## config.mk

```make
export PLATFORM = sky130hd
export DESIGN_NAME = demosaic_seq_ctrl
export DESIGN_NICKNAME = d
export VERILOG_FILES = /design/src/rtl/demosaic_seq_ctrl.sv
export SDC_FILE = /design/constraint.sdc
export NUM_CORES = 1
export LEC_CHECK = 0
export CORE_UTILIZATION = 54
export CTS_BUF_LIST = sky130_fd_sc_hd__clkbuf_4 sky130_fd_sc_hd__clkbuf_8 sky130_fd_sc_hd__clkbuf_16
export DETAILED_ROUTE_END_ITERATION = 7
export HOLD_SLACK_MARGIN = 0.15
export PLACE_DENSITY = 0.85
export SETUP_SLACK_MARGIN = 0.3
export SLEW_MARGIN = 20
export SYNTH_ARGS = -nofsm -noshare
export SYNTH_HDL_FRONTEND = slang
export SYNTH_SLANG_ARGS = --single-unit
```

## constraint.sdc

```tcl
create_clock -name clk -period 3 [get_ports clk]
set_input_delay 0.6 -clock clk [delete_from_list [all_inputs] [get_ports clk]]
set_output_delay 0.6 -clock clk [all_outputs]
set_load 0.01 [all_outputs]
```

## src/rtl/demosaic_seq_ctrl.sv

```systemverilog
// Frame sequencer for the neighbour-demosaic datapath: per-frame datapath reset, source gating,
// trailing zero-pixel flush, backpressure and output accounting. Optional watchdog: DEMOSAIC_SEQ_TIMEOUT_EN.
module demosaic_seq_ctrl #(
    parameter int WIDTH       = 320,
    parameter int HEIGHT      = 240,
    parameter int KERNEL_SIZE = 7
`ifdef DEMOSAIC_SEQ_TIMEOUT_EN
    ,
    parameter int TIMEOUT     = 1024
`endif
) (
    input  logic        clk,
    input  logic        reset,
    input  logic        start,
    input  logic        abort,
    input  logic [7:0]  src_data,
    input  logic        src_valid,
    output logic        src_ready,
    input  logic        sink_ready,
    output logic [7:0]  dm_data,
    output logic        dm_valid,
    output logic        dm_reset,
    input  logic        dm_oValid,
    input  logic        dm_oDone,
    output logic        busy,
    output logic        frame_done,
    output logic        err,
    output logic [31:0] out_cnt
);
    localparam int BW        = (KERNEL_SIZE - 1) / 2;
    localparam int NPIX      = WIDTH * HEIGHT;
    localparam int FLUSH_PIX = WIDTH * (BW + 1);
    localparam int IN_W      = $clog2(NPIX + 1);
    localparam int FL_W      = $clog2(FLUSH_PIX + 1);

    localparam logic [IN_W-1:0] IN_LAST  = IN_W'(NPIX - 1);
    localparam logic [FL_W-1:0] FL_LAST  = FL_W'(FLUSH_PIX - 1);
    localparam logic [31:0]     NPIX_32  = 32'(NPIX);

    typedef enum logic [2:0] {
        S_IDLE, S_CLEAR, S_STREAM, S_FLUSH, S_DRAIN, S_DONE, S_ABORT, S_TOUT
    } state_t;

    state_t            state_q, state_d;
    logic [IN_W-1:0]   in_cnt_q, in_cnt_d;
    logic [FL_W-1:0]   fl_cnt_q, fl_cnt_d;
    logic [31:0]       out_cnt_q, out_cnt_d;
    logic              done_q, done_d;
    logic              err_q, err_d;
    logic              dm_reset_q, dm_reset_d;
    logic              in_frame;

`ifdef DEMOSAIC_SEQ_TIMEOUT_EN
    localparam int WD_W = $clog2(TIMEOUT + 1);
    localparam logic [WD_W-1:0] WD_LAST = WD_W'(TIMEOUT - 1);
    logic [WD_W-1:0] wd_q, wd_d;
`endif

    assign in_frame = (state_q == S_CLEAR) || (state_q == S_STREAM) ||
                      (state_q == S_FLUSH) || (state_q == S_DRAIN);

    // NOTE: every output and next-state value gets a default first so no latch is inferred.
    always_comb begin
        state_d    = state_q;
        in_cnt_d   = in_cnt_q;
        fl_cnt_d   = fl_cnt_q;
        out_cnt_d  = out_cnt_q;
        done_d     = done_q;
        err_d      = err_q;
        src_ready  = 1'b0;
        dm_valid   = 1'b0;
        dm_data    = 8'd0;
        frame_done = 1'b0;
        busy       = (state_q != S_IDLE);

        if (busy && dm_oValid) out_cnt_d = out_cnt_q + 32'd1;
        // Latch oDone from STREAM on so a done arriving during FLUSH is not lost.
        if (dm_oDone && (state_q == S_STREAM || state_q == S_FLUSH || state_q == S_DRAIN))
            done_d = 1'b1;

        case (state_q)
            S_IDLE: begin
                if (start && !abort) begin
                    state_d   = S_CLEAR;
                    in_cnt_d  = '0;
                    fl_cnt_d  = '0;
                    out_cnt_d = '0;
                    done_d    = 1'b0;
                    err_d     = 1'b0;
                end
            end
            S_CLEAR: state_d = S_STREAM;
            S_STREAM: begin
                src_ready = sink_ready;
                dm_valid  = src_valid & sink_ready;
                dm_data   = src_data;
                if (dm_valid) begin
                    in_cnt_d = in_cnt_q + 1'b1;
                    if (in_cnt_q == IN_LAST) state_d = S_FLUSH;
                end
            end
            S_FLUSH: begin
                dm_valid = sink_ready;
                if (dm_valid) begin
                    fl_cnt_d = fl_cnt_q + 1'b1;
                    if (fl_cnt_q == FL_LAST) state_d = S_DRAIN;
                end
            end
            S_DRAIN: begin
                // Judge the count on entry to DONE so err is valid alongside frame_done.
                if (done_q || dm_oDone) begin
                    state_d = S_DONE;
                    err_d   = err_q | (out_cnt_d != NPIX_32);
                end
            end
            S_DONE: begin
                frame_done = 1'b1;
                state_d    = S_IDLE;
            end
            S_ABORT: state_d = S_IDLE;
            S_TOUT: begin
                frame_done = 1'b1;
                state_d    = S_IDLE;
            end
            default: state_d = S_IDLE;
        endcase

`ifdef DEMOSAIC_SEQ_TIMEOUT_EN
        wd_d = wd_q;
        if (!in_frame || dm_valid || dm_oValid) begin
            wd_d = '0;
        end else if (wd_q == WD_LAST) begin
            wd_d    = '0;
            state_d = S_TOUT;
            err_d   = 1'b1;
        end else begin
            wd_d = wd_q + 1'b1;
        end
`endif

        if (abort && in_frame) state_d = S_ABORT;

        dm_reset_d = (state_d == S_CLEAR) || (state_d == S_ABORT) || (state_d == S_TOUT);
    end

    // NOTE: sequential state uses non-blocking assignments only.
    always_ff @(posedge clk or negedge reset) begin
        if (!reset) begin
            state_q    <= S_IDLE;
            in_cnt_q   <= '0;
            fl_cnt_q   <= '0;
            out_cnt_q  <= '0;
            done_q     <= 1'b0;
            err_q      <= 1'b0;
            dm_reset_q <= 1'b1;
`ifdef DEMOSAIC_SEQ_TIMEOUT_EN
            wd_q       <= '0;
`endif
        end else begin
            state_q    <= state_d;
            in_cnt_q   <= in_cnt_d;
            fl_cnt_q   <= fl_cnt_d;
            out_cnt_q  <= out_cnt_d;
            done_q     <= done_d;
            err_q      <= err_d;
            dm_reset_q <= dm_reset_d;
`ifdef DEMOSAIC_SEQ_TIMEOUT_EN
            wd_q       <= wd_d;
`endif
        end
    end

    assign dm_reset = dm_reset_q;
    assign err      = err_q;
    assign out_cnt  = out_cnt_q;
endmodule

```

==> impl_metrics.yaml, run 1 <==
critical_path:
  setup.worst_path.start_class: "input port"
  endpoint_kind: "output pin"
  critPathSlowestCell: "clkdlybuf4s50_1"
  crit_arrival_ns: 2.04
  crit_type: "in2out"
  crit_path_cell_trace: "clkdlybuf4s50_1 > and3_4 > nand2_1 > nand2_1 > clkdlybuf4s50_1"
  cp.required_ns: 2.40
  cpPeakStageDelay_ns: 0.54
  crit_fanout: 3
synthesis:
  synth_area_leaders: "dfrtp_1 42%, nor2_1 7.4%, xor2_1 6.8%"
  synthCells: 440
  ys.flop_type: "dfrtp_1"
  synth_edf_count: 0
  synth_top_cell_area_share: 0.421
  syn_avg_cell_area_um2: 8.79
  yosys_warnings: 0
  synth-seq-area-share: 0.428
  async_flop_share: 1.00
  syn_nets: 459
  syn_area_um2: 3870
  synth_top_area_cell: "dfrtp_1"
  synth.ff_latch_count: 66
  yosysUniqueCellTypes: 49
pwr:
  power.density_nw_per_um2: 607
  swShare: 0.327
  power.internal_w: 0.00204
  pwr-share-clk: 0.306
  comb_power_share: 0.311
  cellLeakagePower_nw: 2.14
  seqPwrFrac: 0.382
  p_switching_w: 0.000988
  peakVddDrop_v: 0.000514
placement:
  placed_cells: 599
  gp_congestion: 0.953
  hpwl_mm: 6.80
  io_buffers: 61
layout:
  mostFrequentLayoutCells: "75 x nor2_1, 62 x dfrtp_1, 60 x clkdlybuf4s50_1, 41 x nand2_1, 29 x xor2_1"
  nets: 541
  final_common_cell: "nor2_1"
  final_cells: 623
  syn_to_final_growth_pct: 28.9
  diodes: 0
  drive_gt1_frac: 0.121
clock_tree:
  htreeDepth: 3
  clock_sink_count: 66
  cts_tree: "yes"
  clockBufferDepth: 2
  ctsHoldBuffers: 0
  numCtsBuffers: 9
  clk_transition_reported_paths_ns: 0.07
  cts_root_buffer: "clkbuf_8"
  clock_latency_ns: 0.35
route:
  drcViolationCount: 0
  via_count: 3671
  dr.pass1.iters: 5
  drt-total-wl_mm: 10.0
  drt_iter0_drc: 274
  via_per_inst: 5.89
  postRouteAntennaNets: 0
  post_drt_wl_per_cell_um: 16.1
global_route:
  grt_pass1_vias: 3512
  grt_pass1_wl_mm: 16.1
  grt_start_max_net_pins: 67
  antenna_found_initial: 0
  overflow: 0
  grtUsageTotal: 0.279
sta:
  rsz0062_at_grt: "false"
  slew_viol_final: 0
  setup_viol: 0
  slew_headroom: 0.454
  fin_crit_ns: 2.64
  tightestPinTransition_ns: 0.819
  final-hold-violation-count: 0
  fin_skew_ns: 0.00822
  min_period_over_period: 0.879
  tns_ns: 0
  fmax_mhz: 379
die:
  dieHeight_um: 86.6
  num_io_pins: 62
  design.die.area_um2: 7500
  floorplan.initialDensity: 0.563
  rows: 30
  coreArea_um2: 6870
  die_x_um: 86.6
status:
  status: "completed"
min_path:
  hold_path.class: "in2async"
job:
  maxCapViolCount: 0
## final timing paths
path	slack (ns)	cells after the start	start	to
max in group asynchronous	1.98	2	reset	out_cnt[0]
setup / recovery	0.36	5	sink_ready	dm_valid
setup reg to reg	0.44	7	out_cnt[4]	err
min in group clk	0.52	1	fl_cnt_q[0]	fl_cnt_q[0]
hold reg to reg	0.52	1	fl_cnt_q[0]	fl_cnt_q[0]
hold / removal	0.41	2	reset	out_cnt[7]
## worst max-delay path: cells and delay by family
kind	cells	cell delay, ns
simple gates	3	0.40
buf+inv	2	1.04
## routing by layer
layer | wire length [µm] | track usage
met5 | 0 | 0
met4 | 410 | 0.165
met3 | 480 | 0.0438
met2 | 4920 | 0.474
met1 | 4200 | 0.336
## flip-flops by register name (all words and copies together) (netlist names)
| signal | count |
|---|---|
| state_q | 3 |
| dm_reset | 1 |
| err | 1 |
| out_cnt | 32 |
| in_cnt_q | 17 |
| done_q | 1 |
| fl_cnt_q | 11 |
## power groups by stage
stage,logic [W],registers (W),clock network [W]
2_1_floorplan,0.000486,0.00114,0
3_3_place_gp,0.000813,0.00117,0
3_5_place_dp,0.000837,0.00117,0
4_1_cts,0.000846,0.00116,0.000930
5_1_grt,0.00104,0.00117,0.000967
6_report,0.000941,0.00116,0.000927
## Yosys cell counts (2+ instances only)
cell and n:
nand4_1 24, or3_1 8, xnor2_1 19, nand3_1 23
nor3_1 9, nor2_1 76, inv_1 7, nand2_1 41
mux2_2 5, mux2i_1 3, nand2b_1 6, ha_1 3
and2_1 5, clkbuf_1 12, o31ai_1 3, clkbuf_8 2
xor2_1 30, o21ai_0 12, and4_1 4, and3_1 18
buf_2 2, a21oi_1 13, nor4b_1 2, o22ai_1 2
dfrtp_1 65, or4_1 3, a211oi_1 4, nor4_1 13
nor3b_1 6
## timing repair
| action | CTS | global route |
|---|---|---|
| endpoints found under the setup margin | 1 | 2 |
| resized for setup | 1 | 6 |
| buffers inserted | 0 | 8 |
| endpoints found under the hold margin | 0 | 0 |
## cell type report
class	count	area (µm²)
multi-input cells	349	2120
fillers	515	1890
flip-flops and latches	66	1660
repair buffers	89	816
clock buffers	10	131
well taps	96	120
clock inverters	6	115
inverters	7	26.3
## cell families (layout without fill, tap and decap cells)
logic type      Yosys count  after routing  share of synthesized area
flops                    66             66                      0.428
xor+xnor                 49             49                      0.111
mux                       8              8                     0.0223
buf+inv                  25            112                     0.0330
fa+ha+maj                 3              3                    0.00971
compound gates           43             43                     0.0686
simple gates            246            246                      0.328
## through the flow
stage               cell area, µm²  hold WS [ns]  power (W)   util  setup slack (ns)
finish                        4980         0.413    0.00302  0.726             0.362
global route                  4980         0.491    0.00318  0.726             0.317
CTS                           4900         0.466    0.00293  0.713             0.330
detailed placement            4650         0.501    0.00201  0.677            0.0385
global placement              4650         0.491    0.00198  0.677             0.117
floorplan                     3870         0.304    0.00162      -             0.453
(Power assumes the default switching activity.)
==> run 2, diff against run 1 <==
ABC_CLOCK_PERIOD_IN_PS = 3000   (was not set)
==> results of run 2 <==
Same layout as run 1: the final DEF is identical, and so are final timing and power.
==> run 3, diff against run 2 <==
CAP_MARGIN = 10   (was not set)
CELL_PAD_IN_SITES_DETAIL_PLACEMENT = 0   (was not set)
CELL_PAD_IN_SITES_GLOBAL_PLACEMENT = 1   (was not set)
CORE_UTILIZATION = 41   (was 54)
PLACE_DENSITY = 0.86   (was 0.85)
==> impl_metrics.yaml, run 3 (synthesis gave the netlist of run 1 again) <==
status:
  status: "completed"
route:
  postRouteAntennaNets: 0
  dr.pass1.iters: 7
  via_count: 3514
  via_per_inst: 5.48
  drt-total-wl_mm: 9.63
  post_drt_wl_per_cell_um: 15.0
  drcViolationCount: 0
  drt_iter0_drc: 119
clock_tree:
  ctsHoldBuffers: 0
  clk_transition_reported_paths_ns: 0.07
  clockBufferDepth: 2
  clock_sink_count: 66
  clock_latency_ns: 0.35
  numCtsBuffers: 9
  cts_tree: "yes"
  cts_root_buffer: "clkbuf_8"
  htreeDepth: 3
sta:
  rsz0062_at_grt: "false"
  slew_viol_final: 0
  tns_ns: 0
  setup_slack_ns: 0.391
  tightestPinTransition_ns: 0.719
  final-hold-violation-count: 0
  slew_headroom: 0.516
  fin_crit_ns: 2.61
  fin_skew_ns: 0.0107
  min_period_over_period: 0.870
  setup_viol: 0
  fmax_mhz: 383
critical_path:
  crit_arrival_ns: 2.01
  setup.worst_path.start_class: "register"
  r2r-start: "out_cnt[1]"
  endpoint_kind: "output pin"
  cp-startpoint: "state_q[1]"
  crit_fanout: 18
  crit_type: "reg2out"
  cp.required_ns: 2.40
min_path:
  hold_path.class: "in2async"
placement:
  io_buffers: 61
  hpwl_mm: 7.01
  gp_congestion: 0.838
  post-place-ws_ns: 0.100
global_route:
  antenna_found_initial: 0
  grt_start_max_net_pins: 41
  grt_pass1_vias: 3405
  grt_pass1_wl_mm: 16.0
  overflow: 0
  grtUsageTotal: 0.206
layout:
  final_common_cell: "nor2_1"
  mostFrequentLayoutCells: "75 x nor2_1, 63 x dfrtp_1, 59 x clkdlybuf4s50_1, 41 x nand2_1"
  diodes: 0
  largest_reg_flops: 32
  drive_gt1_frac: 0.117
  syn_to_final_growth_pct: 28.7
  nets: 544
  final_util: 0.541
pwr:
  power.density_nw_per_um2: 575
  cellLeakagePower_nw: 2.16
  peakVddDrop_v: 0.000317
job:
  maxCapViolCount: 0
die:
  die_x_um: 99.1
  coreArea_um2: 9200
  dieHeight_um: 99.1
  design.die.area_um2: 9820
  rows: 35
  floorplan.initialDensity: 0.420
  num_io_pins: 62
run 3: cell types whose count changed in the layout (fill, tap and decap cells not counted), moves of 2 or more:
cell | previous run | this run
nor4_1 | 11 | 13
buf_4 | 28 | 30
clkbuf_8 | 9 | 11
bufinv_16 | 3 | 1
nor4_2 | 2 | 0
clkinv_4 | 2 | 0
run 3: worst paths after layout:
path | end | slack, ns | cells past startpoint
worst max-delay path | busy | 0.39 | 3
worst min register to register | fl_cnt_q[0] | 0.50 | 1
min in group clk | fl_cnt_q[0] | 0.50 | 1
max in group asynchronous | dm_reset | 2.02 | 2
worst max register to register | err | 0.46 | 8
worst min-delay path | out_cnt[16] | 0.27 | 1
run 3: repair_timing:
item	in CTS	in global routing
setup endpoints to repair	1	1
resized for setup	1	2
setup buffers	0	6
run 3: report_power, final:
group	internal (W)	total, W	switching [W]
Sequential	0.00100	0.00113	0.000128
Clock	0.000437	0.000784	0.000348
Combinational	0.000466	0.000943	0.000477
Total	0.00191	0.00286	0.000953
run 3: through the flow:
step	power [W]	cell area (µm²)	instances	hold slack, ns
floorplan	0.00162	3870	440	0.304
global placement	0.00202	4720	619	0.492
detailed placement	0.00204	4720	619	0.497
CTS	0.00283	4930	635	0.289
global route	0.00303	4980	641	0.314
finish	0.00286	4980	641	0.270
run 3: cell type report:
| cell class | instances | area, µm² |
|---|---|---|
| Fill cell | 874 | 4220 |
| Multi-Input combinational cell | 349 | 2090 |
| Sequential cell | 66 | 1660 |
| Timing Repair Buffer | 92 | 853 |
| Clock buffer | 12 | 159 |
| Tap cell | 111 | 139 |
| Clock inverter | 4 | 50.0 |
| Inverter | 7 | 26.3 |
run 3: critical path, cell delays in order, from the launching register on:
cell and delay (ns):
dfrtp_1 0.39, buf_4 0.19, or3_1 0.52, clkdlybuf4s50_1 0.55
run 3: routing by layer:
layer  global-route usage  vias up  part of all wire
met2                0.354       88              0.49
met4               0.0735        0             0.020
met1                0.250     1680              0.44
met3               0.0541       21             0.048
li1                     -     1725                 -
met5                    0        -                 0
